`config.mk`:
```
export PLATFORM = sky130hd
export DESIGN_NAME = timer_ctrl
export DESIGN_NICKNAME = d
export VERILOG_FILES = /design/src/rtl/timer_pkg.sv /design/src/rtl/timer_prescaler.sv /design/src/rtl/timer_ctrl.sv
export SDC_FILE = /design/constraint.sdc
export NUM_CORES = 1
export LEC_CHECK = 0
export ABC_CLOCK_PERIOD_IN_PS = 2600
export CAP_MARGIN = 20
export CORE_MARGIN = 4
export CORE_UTILIZATION = 50
export CTS_CLUSTER_DIAMETER = 40
export DETAILED_ROUTE_END_ITERATION = 16
export PLACE_DENSITY = 0.84
export SLEW_MARGIN = 20
export SYNTH_ARGS = -nofsm -noshare
export SYNTH_HDL_FRONTEND = slang
export SYNTH_SLANG_ARGS = --single-unit
```
`constraint.sdc`:
```
create_clock -name clk -period 2.6 [get_ports clk]
set_input_delay 0.26 -clock clk [delete_from_list [all_inputs] [get_ports clk]]
set_output_delay 0.26 -clock clk [all_outputs]
set_load 0.02 [all_outputs]
```
`src/rtl/timer_pkg.sv`:
```
// Shared definitions for the timer controller: register map, CTRL bit layout
// and state encoding.
`default_nettype none

package timer_pkg;

  localparam logic [1:0] ADDR_CTRL   = 2'd0;
  localparam logic [1:0] ADDR_RELOAD = 2'd1;
  localparam logic [1:0] ADDR_VALUE  = 2'd2;
  localparam logic [1:0] ADDR_STATUS = 2'd3;

  localparam int CTRL_EN       = 0;
  localparam int CTRL_PERIODIC = 1;
  localparam int CTRL_IRQEN    = 2;
  localparam int CTRL_PS_LSB   = 8;

  typedef enum logic [0:0] {
    IDLE    = 1'b0,
    RUNNING = 1'b1
  } state_t;

endpackage

`default_nettype wire

```
`src/rtl/timer_prescaler.sv`:
```
// Prescale counter: emits a one-cycle tick every prescale+1 cycles while run is high.
`default_nettype none

module timer_prescaler #(
  parameter int PRESCALE_WIDTH = 8
) (
  input  logic                      clk,
  input  logic                      rst,
  input  logic                      clear,
  input  logic                      run,
  input  logic [PRESCALE_WIDTH-1:0] prescale,
  output logic                      tick
);

  logic [PRESCALE_WIDTH-1:0] cnt;

  // >= rather than == so a live shrink of prescale below cnt still ticks
  assign tick = run && (cnt >= prescale);

  always_ff @(posedge clk) begin
    if (rst || clear) begin
      cnt <= '0;
    end else if (run) begin
      if (cnt >= prescale) cnt <= '0;
      else                 cnt <= cnt + 1'b1;
    end
  end

endmodule

`default_nettype wire

```
`src/rtl/timer_ctrl.sv`:
```
// Register-programmed down-counting timer with one-shot/periodic modes and a
// maskable expiry interrupt.
`default_nettype none

module timer_ctrl
  import timer_pkg::*;
#(
  parameter int WIDTH          = 32,
  parameter int PRESCALE_WIDTH = 8
) (
  input  logic             clk,
  input  logic             rst,
  input  logic             cfg_we,
  input  logic [1:0]       cfg_addr,
  input  logic [WIDTH-1:0] cfg_wdata,
  output logic [WIDTH-1:0] cfg_rdata,
  output logic             irq,
  output logic             running
);

  state_t                    state, state_n;
  logic                      en, en_n;
  logic                      periodic, periodic_n;
  logic                      irq_en, irq_en_n;
  logic [PRESCALE_WIDTH-1:0] prescale, prescale_n;
  logic [WIDTH-1:0]          reload, reload_n;
  logic [WIDTH-1:0]          value, value_n;
  logic                      expired, expired_n;
  logic                      start;
  logic                      tick;

  wire ctrl_wr   = cfg_we && (cfg_addr == ADDR_CTRL);
  wire reload_wr = cfg_we && (cfg_addr == ADDR_RELOAD);
  wire status_wr = cfg_we && (cfg_addr == ADDR_STATUS);

  timer_prescaler #(.PRESCALE_WIDTH(PRESCALE_WIDTH)) u_prescaler (
    .clk      (clk),
    .rst      (rst),
    .clear    (start),
    .run      (state == RUNNING),
    .prescale (prescale),
    .tick     (tick)
  );

  always_ff @(posedge clk) begin
    if (rst) begin
      state    <= IDLE;
      en       <= 1'b0;
      periodic <= 1'b0;
      irq_en   <= 1'b0;
      prescale <= '0;
      reload   <= '0;
      value    <= '0;
      expired  <= 1'b0;
    end else begin
      state    <= state_n;
      en       <= en_n;
      periodic <= periodic_n;
      irq_en   <= irq_en_n;
      prescale <= prescale_n;
      reload   <= reload_n;
      value    <= value_n;
      expired  <= expired_n;
    end
  end

  // Ordering below encodes priorities: clear before expiry set, CTRL write last.
  always_comb begin
    state_n    = state;
    en_n       = en;
    periodic_n = periodic;
    irq_en_n   = irq_en;
    prescale_n = prescale;
    reload_n   = reload;
    value_n    = value;
    expired_n  = expired;
    start      = 1'b0;

    if (status_wr && cfg_wdata[0]) expired_n = 1'b0;

    if ((state == RUNNING) && tick) begin
      if (value != '0) begin
        value_n = value - 1'b1;
      end else begin
        expired_n = 1'b1;
        if (periodic) begin
          value_n = reload;
        end else begin
          state_n = IDLE;
          en_n    = 1'b0;
        end
      end
    end

    if (reload_wr) reload_n = cfg_wdata;

    if (ctrl_wr) begin
      periodic_n = cfg_wdata[CTRL_PERIODIC];
      irq_en_n   = cfg_wdata[CTRL_IRQEN];
      prescale_n = cfg_wdata[CTRL_PS_LSB +: PRESCALE_WIDTH];
      if (cfg_wdata[CTRL_EN]) begin
        if (state == IDLE) begin
          state_n = RUNNING;
          en_n    = 1'b1;
          value_n = reload;
          start   = 1'b1;
        end
      end else begin
        state_n = IDLE;
        en_n    = 1'b0;
        value_n = value;
      end
    end
  end

  always_comb begin
    cfg_rdata = '0;
    case (cfg_addr)
      ADDR_CTRL: begin
        cfg_rdata[CTRL_EN]                         = en;
        cfg_rdata[CTRL_PERIODIC]                   = periodic;
        cfg_rdata[CTRL_IRQEN]                      = irq_en;
        cfg_rdata[CTRL_PS_LSB +: PRESCALE_WIDTH]   = prescale;
      end
      ADDR_RELOAD: cfg_rdata = reload;
      ADDR_VALUE:  cfg_rdata = value;
      default: begin
        cfg_rdata[0] = expired;
        cfg_rdata[1] = (state == RUNNING);
      end
    endcase
  end

  assign irq     = expired && irq_en;
  assign running = (state == RUNNING);

endmodule

`default_nettype wire

```
==> flow_metrics.tcl <==
set metrics [dict create \
    hold_start "rst" \
    die_w_um 111 \
    routedWlPerCell_um 21.0 \
    syn-cell-area_mm2 0.00532 \
    criticalPathCategory "reg -> reg" \
    grt_pass1_wl_um 30900 \
    rsz0062_at_grt "true" \
    final_common_cell "nand2_1" \
    worst_r2r_endpoint "value[16]" \
    period_needed_ns 2.60 \
    power_density_mw_per_mm2 629 \
    slew_viol_final 0 \
    drive_above_1_share 0.181 \
    ios 71 \
    yosysUniqueCellTypes 64 \
    nets 872 \
    grt_overflow 0 \
    synth_ff_type "dfxtp_1" \
    min_path_type "in -> reg" \
    core_area_mm2 0.0103 \
    finalPower_mw 4.49 \
    hold_depth 5 \
    ys_ff_latch 85 \
    syn_avg_cell_area_um2 7.61 \
    dp_hpwl_um 14700 \
    die_area_mm2 0.0124 \
    finalHoldViolCount 0 \
    grt_usage 0.310 \
    start_util 0.515 \
    fillers 809 \
    synth_edf_count 0 \
    worstRegToRegCells 9 \
    syn_inst 699 \
    skew_ns 0.0172 \
    async_flop_share 0 \
    cts_hold_buf 0 \
    setup_viol 1 \
    clockBufferDepth 2 \
    startpoint_type "flop" \
    clk_pin_slew_ns 0.09 \
    drtIter0Drc 978 \
    post-place-cells 938 \
    startpoint "value[0]" \
    clock_latency_ns 0.37 \
    cap_violations 0 \
    irDropWorstVdd_uv 359 \
    worstPathRequired_ns 2.88 \
    worstHoldEndpoint "running" \
    end_kind "flop" \
    drc 0 \
    max_slew_margin 0.623 \
    pre_cts_slack_ns -0.0182 \
    arrival_ns 2.88 \
    leakage_nw 2.77 \
    final_cell_count_no_fill 960 \
    routed_wl_um 20200 \
    area_growth_pct 34.3 \
    grt_start_max_net_pins 81 \
    final_cell_mix "nand2_1 (109), buf_4 (92), dfxtp_1 (83)" \
    violations "setup timing" \
    cts-root-buf "clkbuf_8" \
    setup_tns_ns -0.00148 \
    grt_pass1_vias 5785 \
    vias 6202 \
    dr.pass1.iters 6 \
    antenna_found_initial 0 \
    cts_tree "done" \
    tightest_slew_ns 0.565 \
    setup_ws_ns -0.00148 \
    cts_made_buffers 9 \
    fmax_mhz 384 \
    outcome "complete, but fails checks" \
    yosysWarningCount 0 \
    worstPathMaxFanout 5 \
    r2r-start "value[0]" \
    ant_nets 0 \
    gp_congestion 1.01 \
    vias_per_cell 6.46 \
    syn_nets 751 \
    cts.htree.levels 3 \
    synth-seq-area-share 0.320 \
    portBuffers 70 \
    die-height_um 111 \
    r2r_slack_ns -0.001 \
    cts.sinks 85 \
    diodes 0 \
    post-route-period-util 1.00 \
    rows 37 \
]
-- critical path, stage by stage (launching register included) --
cell     delay (ns)
dfxtp_4        0.36
inv_2          0.06
ha_1           0.12
or4b_4         0.46
or4_4          0.49
nor4_4         0.30
buf_4          0.22
a221o_1        0.19
a21oi_2        0.06
nor4_2         0.26
-- synth_stat cells (all sizes together) (3+ instances only) --
| master | count | area, um^2 |
|---|---|---|
| a21oi | 60 | 300 |
| ha | 15 | 188 |
| o31ai | 5 | 37.5 |
| a22oi | 44 | 330 |
| xor2 | 10 | 87.6 |
| and2 | 4 | 25.0 |
| or3 | 3 | 18.8 |
| and3 | 3 | 18.8 |
| nand2b | 3 | 18.8 |
| mux2i | 14 | 140 |
| o21ai | 18 | 90.1 |
| dfxtp | 85 | 1700 |
| nor4 | 19 | 168 |
| or4 | 13 | 105 |
| inv | 19 | 71.3 |
| xnor2 | 4 | 35.0 |
| a211o | 3 | 26.3 |
| a221oi | 3 | 26.3 |
| a32oi | 3 | 26.3 |
| a222oi | 11 | 110 |
| buf | 13 | 67.6 |
| o21a | 4 | 30.0 |
| o32ai | 7 | 61.3 |
| nand3 | 12 | 60.1 |
| a211oi | 7 | 52.6 |
| a2111oi | 5 | 63.8 |
| nand4 | 7 | 43.8 |
| a31oi | 5 | 31.3 |
| nand2 | 110 | 413 |
| o22ai | 17 | 106 |
| nor3 | 14 | 81.3 |
| nor2b | 21 | 131 |
| nor2 | 64 | 240 |
| clkbuf | 48 | 181 |
-- sequential cells by signal (all words and copies together), names as in the netlist, 8 cells and up --
register and count:
value 32, prescale 8, u_prescaler.cnt 8, reload 32
-- worst max path at each step --
stage,end
2_1_floorplan,value[0]
3_5_place_dp,cfg_rdata[15]
3_3_place_gp,value[31]
5_1_grt,value[16]
6_report,value[16]
4_1_cts,value[25]
-- stage by stage --
stage	instance area [um^2]	hold WS (ns)	util
2_1_floorplan	5340	0.396	-
3_3_place_gp	6730	0.459	0.651
3_5_place_dp	6730	0.464	0.651
4_1_cts	7000	0.383	0.678
5_1_grt	7150	0.417	0.692
6_report	7150	0.405	0.692
-- layer usage --
metal	up-vias	wire, um	track usage
li1	2815	-	-
met4	0	539	0.109
met2	435	8780	0.464
met1	2889	8160	0.436
met3	63	2670	0.0731
met5	-	0	0
-- where the power goes --
| group | switching [mW] | internal [mW] | leakage, nW | total [mW] |
|---|---|---|---|---|
| clock | 0.525 | 0.665 | 0.123 | 1.19 |
| sequential | 0.0748 | 1.36 | 0.691 | 1.44 |
| combinational | 1.02 | 0.852 | 1.95 | 1.87 |
| total | 1.62 | 2.88 | 2.77 | 4.49 |
-- repair_timing --
action	CTS	global route
resized for setup	6	27
buffers inserted	1	6
setup endpoints to repair	5	31
pin swaps	0	4
-- kinds of logic after synthesis --
logic type / after synthesis / synth area share
compound gates: 209 / 0.272
mux: 15 / 0.0285
buf+inv: 80 / 0.0602
flops: 85 / 0.320
xor+xnor: 14 / 0.0230
simple gates: 281 / 0.261
fa+ha+maj: 15 / 0.0353
-- layout make-up --
class | count | area [um^2] | area share
inverters | 19 | 71.3 | 0.00998
flip-flops and latches | 85 | 1710 | 0.239
clock buffers | 10 | 138 | 0.0193
well taps | 136 | 170 | 0.0238
repair buffers | 171 | 1560 | 0.218
clock inverters | 5 | 108 | 0.0151
multi-input cells | 534 | 3390 | 0.475
Note: power is estimated with default switching activity, not from simulation.
